`src/rtl/hub75_panel_driver.sv`:
```
// HUB75 LED-matrix scan driver.
// Double-buffered framebuffer readout with binary-coded-modulation colour depth.
// Each pass shifts one bit-plane of a row pair into the panel, latches it and
// unblanks for ON_TICKS<<plane ticks. Bit-planes run LSB first.
// Buffer swaps happen only at frame end, under a swapReq/swapAck handshake.
module hub75_panel_driver #(
    parameter int CLK_DIV    = 3,
    parameter int COLS       = 32,
    parameter int ROW_ADDR_W = 4,
    parameter int COLOR_BITS = 2,
    parameter int ON_TICKS   = 1,
    localparam int CW        = $clog2(COLS),
    localparam int ADDR_W    = 2 + ROW_ADDR_W + CW,
    localparam int PIX_W     = 3 * COLOR_BITS
) (
    input  logic                  clkIn,
    input  logic                  rst,
    output logic [ADDR_W-1:0]     pixelAddress0,
    input  logic [PIX_W-1:0]      pixel0,
    output logic [ADDR_W-1:0]     pixelAddress1,
    input  logic [PIX_W-1:0]      pixel1,
    output logic [ROW_ADDR_W-1:0] rowDecoder,
    output logic                  pixelClk,
    output logic [2:0]            columnPixels0,
    output logic [2:0]            columnPixels1,
    output logic                  columnLatch,
    output logic                  blank,
    input  logic                  swapReq,
    output logic                  swapAck,
    output logic                  bufSel,
    output logic                  done
);

    localparam int DW       = (CLK_DIV > 1) ? $clog2(CLK_DIV) : 1;
    localparam int PW       = (COLOR_BITS > 1) ? $clog2(COLOR_BITS) : 1;
    localparam int SHOW_MAX = ON_TICKS << (COLOR_BITS - 1);
    localparam int SW       = $clog2(SHOW_MAX + 1);

    // LATCH spans two ticks; the second tick is its own state (S_LATCH_END),
    // which also unblanks so the display window is exactly the SHOW length.
    typedef enum logic [2:0] {
        S_PREFETCH,
        S_SHIFT_LO,
        S_SHIFT_HI,
        S_LATCH,
        S_LATCH_END,
        S_SHOW
    } state_t;

    state_t                state_q, state_d;
    logic [DW-1:0]         divCnt_q, divCnt_d;
    logic [CW-1:0]         col_q, col_d;
    logic [ROW_ADDR_W-1:0] row_q, row_d;
    logic [PW-1:0]         plane_q, plane_d;
    logic [SW-1:0]         showCnt_q, showCnt_d;
    logic [ADDR_W-1:0]     addr0_q, addr0_d;
    logic [ADDR_W-1:0]     addr1_q, addr1_d;
    logic [ROW_ADDR_W-1:0] rowDec_q, rowDec_d;
    logic                  pclk_q, pclk_d;
    logic [2:0]            cp0_q, cp0_d;
    logic [2:0]            cp1_q, cp1_d;
    logic                  latch_q, latch_d;
    logic                  blank_q, blank_d;
    logic                  swapAck_q, swapAck_d;
    logic                  bufSel_q, bufSel_d;
    logic                  done_q, done_d;

    logic                  tick;
    logic                  lastCol;
    logic                  lastPlane;
    logic                  lastRow;
    logic                  frameEnd;
    logic [CW-1:0]         colNext;
    logic [SW-1:0]         showLen;
    logic [2:0]            planeBits0;
    logic [2:0]            planeBits1;

    // Pick bit 'plane' of each {R,G,B} channel for both half-panel pixels.
    always_comb begin
        planeBits0 = '0;
        planeBits1 = '0;
        for (int unsigned b = 0; b < COLOR_BITS; b++) begin
            if (plane_q == PW'(b)) begin
                planeBits0 = {pixel0[2*COLOR_BITS+b], pixel0[COLOR_BITS+b], pixel0[b]};
                planeBits1 = {pixel1[2*COLOR_BITS+b], pixel1[COLOR_BITS+b], pixel1[b]};
            end
        end
    end

    // Scan sequencer: divider, next-state and next-output logic.
    always_comb begin
        tick      = (divCnt_q == DW'(CLK_DIV - 1));
        lastCol   = (col_q == CW'(COLS - 1));
        lastPlane = (plane_q == PW'(COLOR_BITS - 1));
        lastRow   = (row_q == '1);
        colNext   = col_q + 1'b1;
        showLen   = SW'(ON_TICKS) << plane_q;

        divCnt_d  = tick ? '0 : divCnt_q + 1'b1;
        state_d   = state_q;
        col_d     = col_q;
        row_d     = row_q;
        plane_d   = plane_q;
        showCnt_d = showCnt_q;
        addr0_d   = addr0_q;
        addr1_d   = addr1_q;
        rowDec_d  = rowDec_q;
        pclk_d    = pclk_q;
        cp0_d     = cp0_q;
        cp1_d     = cp1_q;
        latch_d   = latch_q;
        blank_d   = blank_q;
        frameEnd  = 1'b0;

        if (tick) begin
            case (state_q)
                S_PREFETCH: begin
                    addr0_d = {bufSel_q, 1'b0, row_q, col_q};
                    addr1_d = {bufSel_q, 1'b1, row_q, col_q};
                    state_d = S_SHIFT_LO;
                end
                S_SHIFT_LO: begin
                    cp0_d   = planeBits0;
                    cp1_d   = planeBits1;
                    pclk_d  = 1'b0;
                    addr0_d = {bufSel_q, 1'b0, row_q, colNext};
                    addr1_d = {bufSel_q, 1'b1, row_q, colNext};
                    state_d = S_SHIFT_HI;
                end
                S_SHIFT_HI: begin
                    pclk_d = 1'b1;
                    if (lastCol) begin
                        col_d   = '0;
                        state_d = S_LATCH;
                    end else begin
                        col_d   = colNext;
                        state_d = S_SHIFT_LO;
                    end
                end
                S_LATCH: begin
                    pclk_d   = 1'b0;
                    latch_d  = 1'b1;
                    rowDec_d = row_q;
                    state_d  = S_LATCH_END;
                end
                S_LATCH_END: begin
                    latch_d   = 1'b0;
                    blank_d   = 1'b0;
                    showCnt_d = '0;
                    state_d   = S_SHOW;
                end
                S_SHOW: begin
                    if (showCnt_q == showLen - 1'b1) begin
                        blank_d = 1'b1;
                        state_d = S_PREFETCH;
                        if (!lastPlane) begin
                            plane_d = plane_q + 1'b1;
                        end else begin
                            plane_d  = '0;
                            row_d    = row_q + 1'b1;
                            frameEnd = lastRow;
                        end
                    end else begin
                        showCnt_d = showCnt_q + 1'b1;
                    end
                end
                default: begin
                    blank_d = 1'b1;
                    state_d = S_PREFETCH;
                end
            endcase
        end

        done_d    = frameEnd;
        swapAck_d = frameEnd & swapReq;
        bufSel_d  = bufSel_q ^ (frameEnd & swapReq);
    end

    // State and output registers; reset blanks the panel immediately.
    always_ff @(posedge clkIn or negedge rst) begin
        if (!rst) begin
            state_q   <= S_PREFETCH;
            divCnt_q  <= '0;
            col_q     <= '0;
            row_q     <= '0;
            plane_q   <= '0;
            showCnt_q <= '0;
            addr0_q   <= '0;
            addr1_q   <= '0;
            rowDec_q  <= '0;
            pclk_q    <= 1'b0;
            cp0_q     <= '0;
            cp1_q     <= '0;
            latch_q   <= 1'b0;
            blank_q   <= 1'b1;
            swapAck_q <= 1'b0;
            bufSel_q  <= 1'b0;
            done_q    <= 1'b0;
        end else begin
            state_q   <= state_d;
            divCnt_q  <= divCnt_d;
            col_q     <= col_d;
            row_q     <= row_d;
            plane_q   <= plane_d;
            showCnt_q <= showCnt_d;
            addr0_q   <= addr0_d;
            addr1_q   <= addr1_d;
            rowDec_q  <= rowDec_d;
            pclk_q    <= pclk_d;
            cp0_q     <= cp0_d;
            cp1_q     <= cp1_d;
            latch_q   <= latch_d;
            blank_q   <= blank_d;
            swapAck_q <= swapAck_d;
            bufSel_q  <= bufSel_d;
            done_q    <= done_d;
        end
    end

    assign pixelAddress0 = addr0_q;
    assign pixelAddress1 = addr1_q;
    assign rowDecoder    = rowDec_q;
    assign pixelClk      = pclk_q;
    assign columnPixels0 = cp0_q;
    assign columnPixels1 = cp1_q;
    assign columnLatch   = latch_q;
    assign blank         = blank_q;
    assign swapAck       = swapAck_q;
    assign bufSel        = bufSel_q;
    assign done          = done_q;

endmodule

```
`config.mk`:
```
export PLATFORM = sky130hd
export DESIGN_NAME = hub75_panel_driver
export DESIGN_NICKNAME = d
export VERILOG_FILES = /design/src/rtl/hub75_panel_driver.sv
export SDC_FILE = /design/constraint.sdc
export NUM_CORES = 1
export LEC_CHECK = 0
export CELL_PAD_IN_SITES_DETAIL_PLACEMENT = 1
export CELL_PAD_IN_SITES_GLOBAL_PLACEMENT = 1
export CORE_MARGIN = 4
export CORE_UTILIZATION = 41
export CTS_CLUSTER_DIAMETER = 100
export DETAILED_ROUTE_END_ITERATION = 6
export GPL_ROUTABILITY_DRIVEN = 0
export PLACE_DENSITY_LB_ADDON = 0.1
export SLEW_MARGIN = 20
export SYNTH_ARGS = -nofsm -noshare
export SYNTH_HDL_FRONTEND = slang
export SYNTH_SLANG_ARGS = --single-unit
```
`constraint.sdc`:
```
create_clock -name clkIn -period 4.9 [get_ports clkIn]
set_input_delay 0.49 -clock clkIn [delete_from_list [all_inputs] [get_ports clkIn]]
set_output_delay 0.49 -clock clkIn [all_outputs]
set_load 0.02 [all_outputs]
```
Yosys cells after proc, flatten, opt, wreduce, memory -nomap -nowiden
Index checks and enable logic that the tools add are counted.
Widths: inputs -> output; s select.
{ "totals": {"word_cells": 76, "in_bits": 15, "regBits": 55, "out_inout_bits": 38} }
{ "classes": {"bitwise_logic": 3, "shift": 1, "muxes": 20, "n_reduce_logical": 18, "addsub": 6, "n_eq_ne": 11} }
{ "ops": {"columns": ["op", "count"], "rows": [
  ["$pmux 11 s2", 2],
  ["$pmux 3 s6", 1],
  ["$reduce_and 2->1", 7],
  ["$mux 3", 3],
  ["$reduce_and 3->1", 3],
  ["$reduce_bool 2->1", 4],
  ["$eq 3x2->1 const B", 2],
  ["$eq 3x3->1 const B", 2],
  ["$mux 1", 6],
  ["$mux 2", 3],
  ["$add 5x1->5 const B", 1],
  ["$eq 5x5->1 const B", 1],
  ["$mux 5", 1],
  ["$add 2x1->2 const B", 2],
  ["$add 4x1->4 const B", 1],
  ["$eq 4x4->1 const B", 1],
  ["$ne 2x2->1 const B", 2],
  ["$pmux 1 s2", 2],
  ["$pmux 2 s2", 1],
  ["$reduce_and 4->1", 1],
  ["$reduce_or 4->1", 1],
  ["$eq 3x1->1 const B", 1],
  ["$logic_not 3->1", 1],
  ["$pmux 1 s3", 1],
  ["9 further kinds", 9]
]} }

Longest topological paths before layout
Gate-level depths: netlist (run 1).
{ "logic_depth": {"depth_word": 8, "ltp_mapped": 6, "mapped_depth_nobuf": 6} }

Least setup slack after synthesis (run 1)
Ideal clock, no wire load.
{ "synth_timing": {"path_kind": "register to register", "startpoint": "register divCnt_q[0]", "endpoint": "register cp0_q[0], in the netlist columnPixels0[0]", "n_path_buf": 2, "setup_slack_ns": 3.136, "stages_incl_launch_ff": 6, "arrival_ns": 1.639, "period_less_slack_ns": 1.764, "cell_sequence": "dfrtp_1 or3b_1 buf_2 or3_1 buf_6 mux2_4"} }
{ "synth_between": {"elab_chain_len": 2} }
{ "synth_rtl": {"columns": ["element", "line_no", "text"], "rows": [
  ["from (decl)", "51", "logic [DW-1:0] divCnt_q, divCnt_d;"],
  ["from (signal assigned)", "201", "divCnt_q <= divCnt_d;"],
  ["$eq 2x2->1", "92", "tick = (divCnt_q == DW'(CLK_DIV - 1));"],
  ["$reduce_and 2->1 (no line)", null, null],
  ["to (signal assigned)", "210", "cp0_q <= cp0_d;"],
  ["to (decl)", "60", "logic [2:0] cp0_q, cp0_d;"]
]} }
No other way between the ends.
A chain may end at the register's enable or synchronous reset.

Worst setup path after layout (run 1)
{ "layout_timing": {"startpoint": "register state_q[2]", "endpoint": "register cp1_q[2], in the netlist columnPixels1[2]"} }
{ "layout_between": {"elab_chain_len": 2} }
{ "layout_rtl": {"columns": ["element", "line_no", "text"], "rows": [
  ["from (decl)", "50", "state_t state_q, state_d;"],
  ["from (signal assigned)", "200", "state_q <= state_d;"],
  ["$eq 3x1->1", "116", "case (state_q)"],
  ["$reduce_and 2->1 (no line)", null, null],
  ["to (signal assigned)", "211", "cp1_q <= cp1_d;"],
  ["to (decl)", "61", "logic [2:0] cp1_q, cp1_d;"]
]} }
No other way between the ends.

==> reports/results.ini, run 1 <==
[die]
rows=26
die_w_um=80.4
core_area_um2=5110
pin_count=53
die_h_um=80.4
initial_core_util_pct=42.1
dieArea_um2=6470

[synthesis]
synth_top_family_by_area=simple AND/OR/NAND/NOR gates
synth_compound_area_share_pct=7.50
synth-adder-area-share_pct=1.75
synthSimpleGateAreaFrac_pct=14.8
ys.flop_type=dfrtp_1
synth_top_area_cell=dfrtp_1
synth_edf_count=0
ys_ff_latch=44
synthCells=186
seq_area_frac_synth_pct=51.3
netlist_area_um2=2150
synth_area_leaders=dfrtp_1 50%, mux2_1 6.3%, mux2_4 4.2%, buf_4 3.8%, mux2_2 3.1%
synth_fp_nets=204
synth-xor-area-share_pct=3.66
syn_area_per_cell_um2=11.6
ys_types=46
synthDominantCellAreaShare_pct=50.0
yosys_warnings=0
synth_mux_area_share_pct=14.1
synth-async-reset-ratio_pct=100

[timing]
tns_ns=0
max_freq_mhz=487
slew_headroom_pct=48.0
hold_violations=0
period_share_pct=41.9
fin_crit_ns=2.05
tightest_slew_ns=0.775
slew_viol_final=0
setup_viol=0
finalClockSkew_ns=0.00880
setup_ws_ns=2.85
rsz0062_at_grt=false

[worst_setup_path]
cp-start-kind=flop
worstPathCellList=or3b_1 > or3_1 > mux2_4
worstRegToRegCells=3
max_stage_delay_ns=0.55
rrSetupSlack_ns=2.85
required_ns=5.08
path_class=flop to flop
reg2reg_from=state_q[2]$_DFFE_PN0P_
cp_slowest_cell=or3b_1
cp_max_fo=13
crit_arrival_ns=2.23
r2r_end=columnPixels1[2]$_DFFE_PN0P_
cp-end-kind=flop

[cts]
cts_buffers=5
clock_path_buffers=2
cts_resized=0
htreeDepth=2
clock-root-buffer=clkbuf_8
clock_sinks=44
postCtsSetupRepairBufs=0
clock_latency_ns=0.30
tritoncts=yes
clk_pin_slew_ns=0.08
cts_hold_buffers=0

[detailed_routing]
first_iter_violations=35
drt_wl_total_um=4800
ant_nets=0
vias=1545
drt-pass1-iter-count=4
drc_errors=0
drt-wirelength-per-cell_um=16.3
drt-vias-per-instance=5.26

[grt]
grt_use_met2_pct=29.5
grt_util_all_layers_pct=16.6
grt_pass1_wl_um=8140
use_met1_pct=19.5
grt_overflow=0
grt_pass1_vias=1658
grt_most_used_layer=met2
grt_max_degree=45
antenna_found_initial=0
use_met3_pct=4.48

[place]
pre_cts_ws_ns=2.86
io_buffers=51
dp_hpwl_um=3570
post-place-cells=286
place_area_um2=2610

[cells_and_area]
layout-drive-gt1-share_pct=9.82
antenna_cells=0
area_growth_pct=27.8
stdcell_area_um2=2750
nFillCells=551
fin_nets=241
finalNonFillerCells=294

[power_and_ir_drop]
ir_drop_mv=0.121
p_per_area_nw_per_um2=264
power_leakage_nw=1.20

[flow_run]
drv_cap=0

[worst_hold_path]
hold_path.class=primary input to asynchronous set/reset pin

[outcome]
status=finished, final reports clean

[layout make-up]
type	instances	area (µm²)	area share (%)
well taps	70	87.6	3.19
repair buffers	51	508	18.5
clock buffers	6	72.6	2.64
multi-input cells	117	903	32.9
flip-flops and latches	44	1100	40.1
clock inverters	2	60.1	2.18
inverters	4	15.0	0.546
[per-layer routing]
metal / vias to the layer above / share of wire [%]
met5: - / 0
met4: 0 / 0.79
met3: 5 / 5.0
met2: 49 / 51
met1: 777 / 43
li1: 714 / -
[placed cells by master (no fill, tap or decap), types with 6 or more instances in the layout]
master / synthesis / final
clkdlybuf4s50_1: 0 / 50
dfrtp_1: 43 / 43
mux2_1: 12 / 12
mux2_2: 6 / 6
mux2_4: 6 / 6
nand2_1: 11 / 11
nand2b_1: 6 / 6
nor2_1: 6 / 6
o21ai_1: 9 / 9
xnor2_1: 6 / 6
[cells by family (layout without fill, tap and decap cells)]
group,after synthesis,in the layout
mux,25,25
compound gates,25,25
fa+ha+maj,3,3
xor+xnor,9,9
other cells,1,1
buf+inv,25,63
simple gates,54,54
flops,44,44
[registers in the layout, summed over array words and instances (netlist names), 2 cells and up]
signal,cells
col_q,5
showCnt_q,2
columnPixels0,3
divCnt_q,2
columnPixels1,3
rowDecoder,4
row_q,4
state_q,3
pixelAddress1,10
[cell usage after synthesis (all sizes together), types with 4 or more instances]
master  number
dfrtp       43
mux2        24
buf         14
nand2       11
o21ai       11
clkbuf       7
nand2b       6
nor2         6
xnor2        6
nand3        5
nand4        5
inv          4
[metrics by stage]
stage	hold WS, ns	total power [W]	utilization, %
2_1_floorplan	0.194	0.000384	-
3_3_place_gp	0.452	0.000406	51.2
3_5_place_dp	0.464	0.000408	51.2
4_1_cts	0.366	0.000736	53.8
5_1_grt	0.214	0.000761	53.8
6_report	0.172	0.000725	53.8
[where the power goes]
group	switching [W]	internal [W]	total (W)	leakage [nW]
clock	0.000121	0.000204	0.000325	0.0654
sequential	0.00000148	0.000365	0.000367	0.562
combinational	0.0000145	0.0000187	0.0000332	0.574
[worst max-delay path: cells and delay by family (launching register included)]
kind,cells,cell delay [ns]
flip-flops,1,0.50
multiplexers,1,0.36
AND/OR/NAND/NOR,2,1.09
[worst max path at each step]
stage / from / end / cells past startpoint
2_1_floorplan: divCnt_q[0]$_DFF_PN0_ / columnPixels0[0]$_DFFE_PN0P_ / 5
3_3_place_gp: state_q[2]$_DFFE_PN0P_ / columnPixels0[2]$_DFFE_PN0P_ / 3
3_5_place_dp: state_q[2]$_DFFE_PN0P_ / columnPixels1[2]$_DFFE_PN0P_ / 3
4_1_cts: state_q[2]$_DFFE_PN0P_ / columnPixels1[2]$_DFFE_PN0P_ / 3
5_1_grt: state_q[2]$_DFFE_PN0P_ / columnPixels0[0]$_DFFE_PN0P_ / 3
6_report: state_q[2]$_DFFE_PN0P_ / columnPixels1[2]$_DFFE_PN0P_ / 3
Power figures use the tool's default switching activity.
==> inputs of run 2 (changes only) <==
CORE_UTILIZATION = 34   (was 41)
clock period = 1.75 ns   (was 4.9 ns; I/O delays follow)
==> reports/results.ini, run 2 (synthesized netlist as in run 1, its figures left out) <==
[worst_setup_path]
cp-start-kind=flop
rrSetupSlack_ns=0.07  ; -2.77 ns
path_class=flop to flop
cp-end-kind=flop
required_ns=1.93  ; -3.15 ns
crit_arrival_ns=1.86  ; -0.37 ns
cp_max_fo=7  ; -6

[cts]
clk_pin_slew_ns=0.08  ; about the same
cts_buffers=5  ; unchanged
clock-root-buffer=clkbuf_8
htreeDepth=2  ; unchanged
clock_sinks=44  ; unchanged
clock_latency_ns=0.29  ; about the same
clock_path_buffers=2  ; unchanged
tritoncts=yes

[place]
io_buffers=51  ; unchanged
dp_hpwl_um=3850  ; +7.9%
place_area_um2=2770  ; +6.1%

[timing]
finalClockSkew_ns=0.00527  ; -0.00352 ns
fin_crit_ns=1.68  ; -0.379 ns
period_share_pct=95.7  ; +54 points
setup_viol=0  ; unchanged
hold_violations=0  ; unchanged
slew_viol_final=0  ; unchanged
tightest_slew_ns=0.538  ; -0.236 ns
tns_ns=0  ; unchanged
max_freq_mhz=597  ; +23%
slew_headroom_pct=64.1  ; +16 points
hold_ws_ns=0.400  ; +0.228 ns

[cells_and_area]
final_cell_mix=50 x clkdlybuf4s50_1, 43 x dfrtp_1, 15 x buf_4
area_growth_pct=34.4
layout-drive-gt1-share_pct=18.2  ; +8.4 points
fin_nets=259  ; +7.5%
fin_util_pct=48.0  ; -5.8 points
stdcell_area_um2=2890  ; +5.2%
largest_reg_flops=10  ; unchanged
final_common_cell=clkdlybuf4s50_1
antenna_cells=0  ; unchanged

[die]
initial_core_util_pct=35.7  ; -6.4 points
die_w_um=87.5  ; +8.8%
pin_count=53  ; unchanged
dieArea_um2=7660  ; +18%
core_area_um2=6030  ; +18%
rows=28  ; +7.7%
die_h_um=87.5  ; +8.8%

[detailed_routing]
drt-wirelength-per-cell_um=15.8  ; -3.2%
vias=1601  ; +3.6%
ant_nets=0  ; unchanged
drt-vias-per-instance=5.05  ; -3.9%
drt-pass1-iter-count=4  ; unchanged
first_iter_violations=62  ; +77%
drt_wl_total_um=5010  ; +4.4%
drc_errors=0  ; unchanged

[grt]
grt_pass1_vias=1738  ; +4.8%
grt_overflow=0  ; unchanged
antenna_found_initial=0  ; unchanged
grt_util_all_layers_pct=14.0  ; -2.6 points
grt_max_degree=24  ; -47%
grt_pass1_wl_um=8370  ; +2.8%

[power_and_ir_drop]
combPwrFrac_pct=5.6  ; +1.0 points
p_per_area_nw_per_um2=617  ; +130%
ir_drop_mv=0.306  ; +150%
internal-power_w=0.00140  ; +140%
switchingPower_w=0.000387  ; +180%
power_w=0.00178  ; +150%
power_leakage_nw=1.29  ; +7.4%
seqPwrFrac_pct=57.6  ; +7.0 points
power.clock.fraction_pct=36.8  ; -8.0 points
switching_share_pct=21.7  ; +2.8 points

[worst_hold_path]
hold_path.class=primary input to asynchronous set/reset pin

[flow_run]
drv_cap=0  ; unchanged

[outcome]
status=finished, final reports clean

==> run 2: cell types whose count changed in the layout (fill, tap and decap cells not counted), sizes merged <==
cell / before / now
clkinv: 0 / 2
bufinv: 2 / 0
buf: 1 / 18
dlygate4sd3: 0 / 1
==> run 2: layer usage <==
| layer | share of wire [%] | track usage, % | vias up | routed length [µm] |
|---|---|---|---|---|
| met3 | 5.7 | 3.76 | 2 | 284 |
| met1 | 42 | 16.6 | 801 | 2100 |
| met4 | 0.46 | 4.18 | 0 | 23 |
| met5 | 0 | 0 | - | 0 |
| met2 | 52 | 24.7 | 47 | 2610 |
| li1 | - | - | 751 | - |
==> run 2: layout make-up <==
class,count,area [µm²]
well taps,75,93.8
flip-flops and latches,44,1100
inverters,4,15.0
clock inverters,2,10.0
multi-input cells,117,920
clock buffers,6,82.6
repair buffers,69,668
fillers,641,3130
==> run 2: power by group through the flow <==
stage	Sequential [W]	Clock (W)	Combinational, W
after detailed placement	0.00105	0	0.000101
final	0.00103	0.000656	0.0000998
after floorplan	0.00106	0	0.0000201
after CTS	0.00103	0.000689	0.000103
after global routing	0.00103	0.000738	0.000109
after global placement	0.00105	0	0.0000972
==> run 2: worst paths after layout <==
kind                                                    from                            to  cells past startpoint
worst max-delay path                   divCnt_q[0]$_DFF_PN0_  columnPixels1[1]$_DFFE_PN0P_                      3
worst min-delay path                                     rst       columnLatch$_DFFE_PN0P_                      2
worst max register to register         divCnt_q[0]$_DFF_PN0_  columnPixels1[1]$_DFFE_PN0P_                      3
worst min register to register  pixelAddress1[9]$_DFFE_PN0P_  pixelAddress1[9]$_DFFE_PN0P_                      1
max in group asynchronous                                rst          row_q[2]$_DFFE_PN0P_                      3
min in group clkIn              pixelAddress1[9]$_DFFE_PN0P_  pixelAddress1[9]$_DFFE_PN0P_                      1
==> run 2: timing repair <==
item,CTS,global route
hold endpoints to repair,20,0
gates cloned,0,0
resized for setup,1,3
setup buffers,0,0
endpoints found under the setup margin,6,5
hold buffers,1,0
pin swaps,0,0
==> run 2: worst max-delay path, stage by stage (launching register included) <==
cell and delay, ns:
dfrtp_1 0.44, or3b_1 0.39, or3_4 0.42, mux2_4 0.32
==> run 2: per-stage QoR <==
stage,std cells,setup slack (ns)
after floorplan,186,-0.0144
after global placement,308,-0.000286
after detailed placement,308,-0.0528
after CTS,317,0.0307
after global routing,317,-0.00122
final,317,0.0747
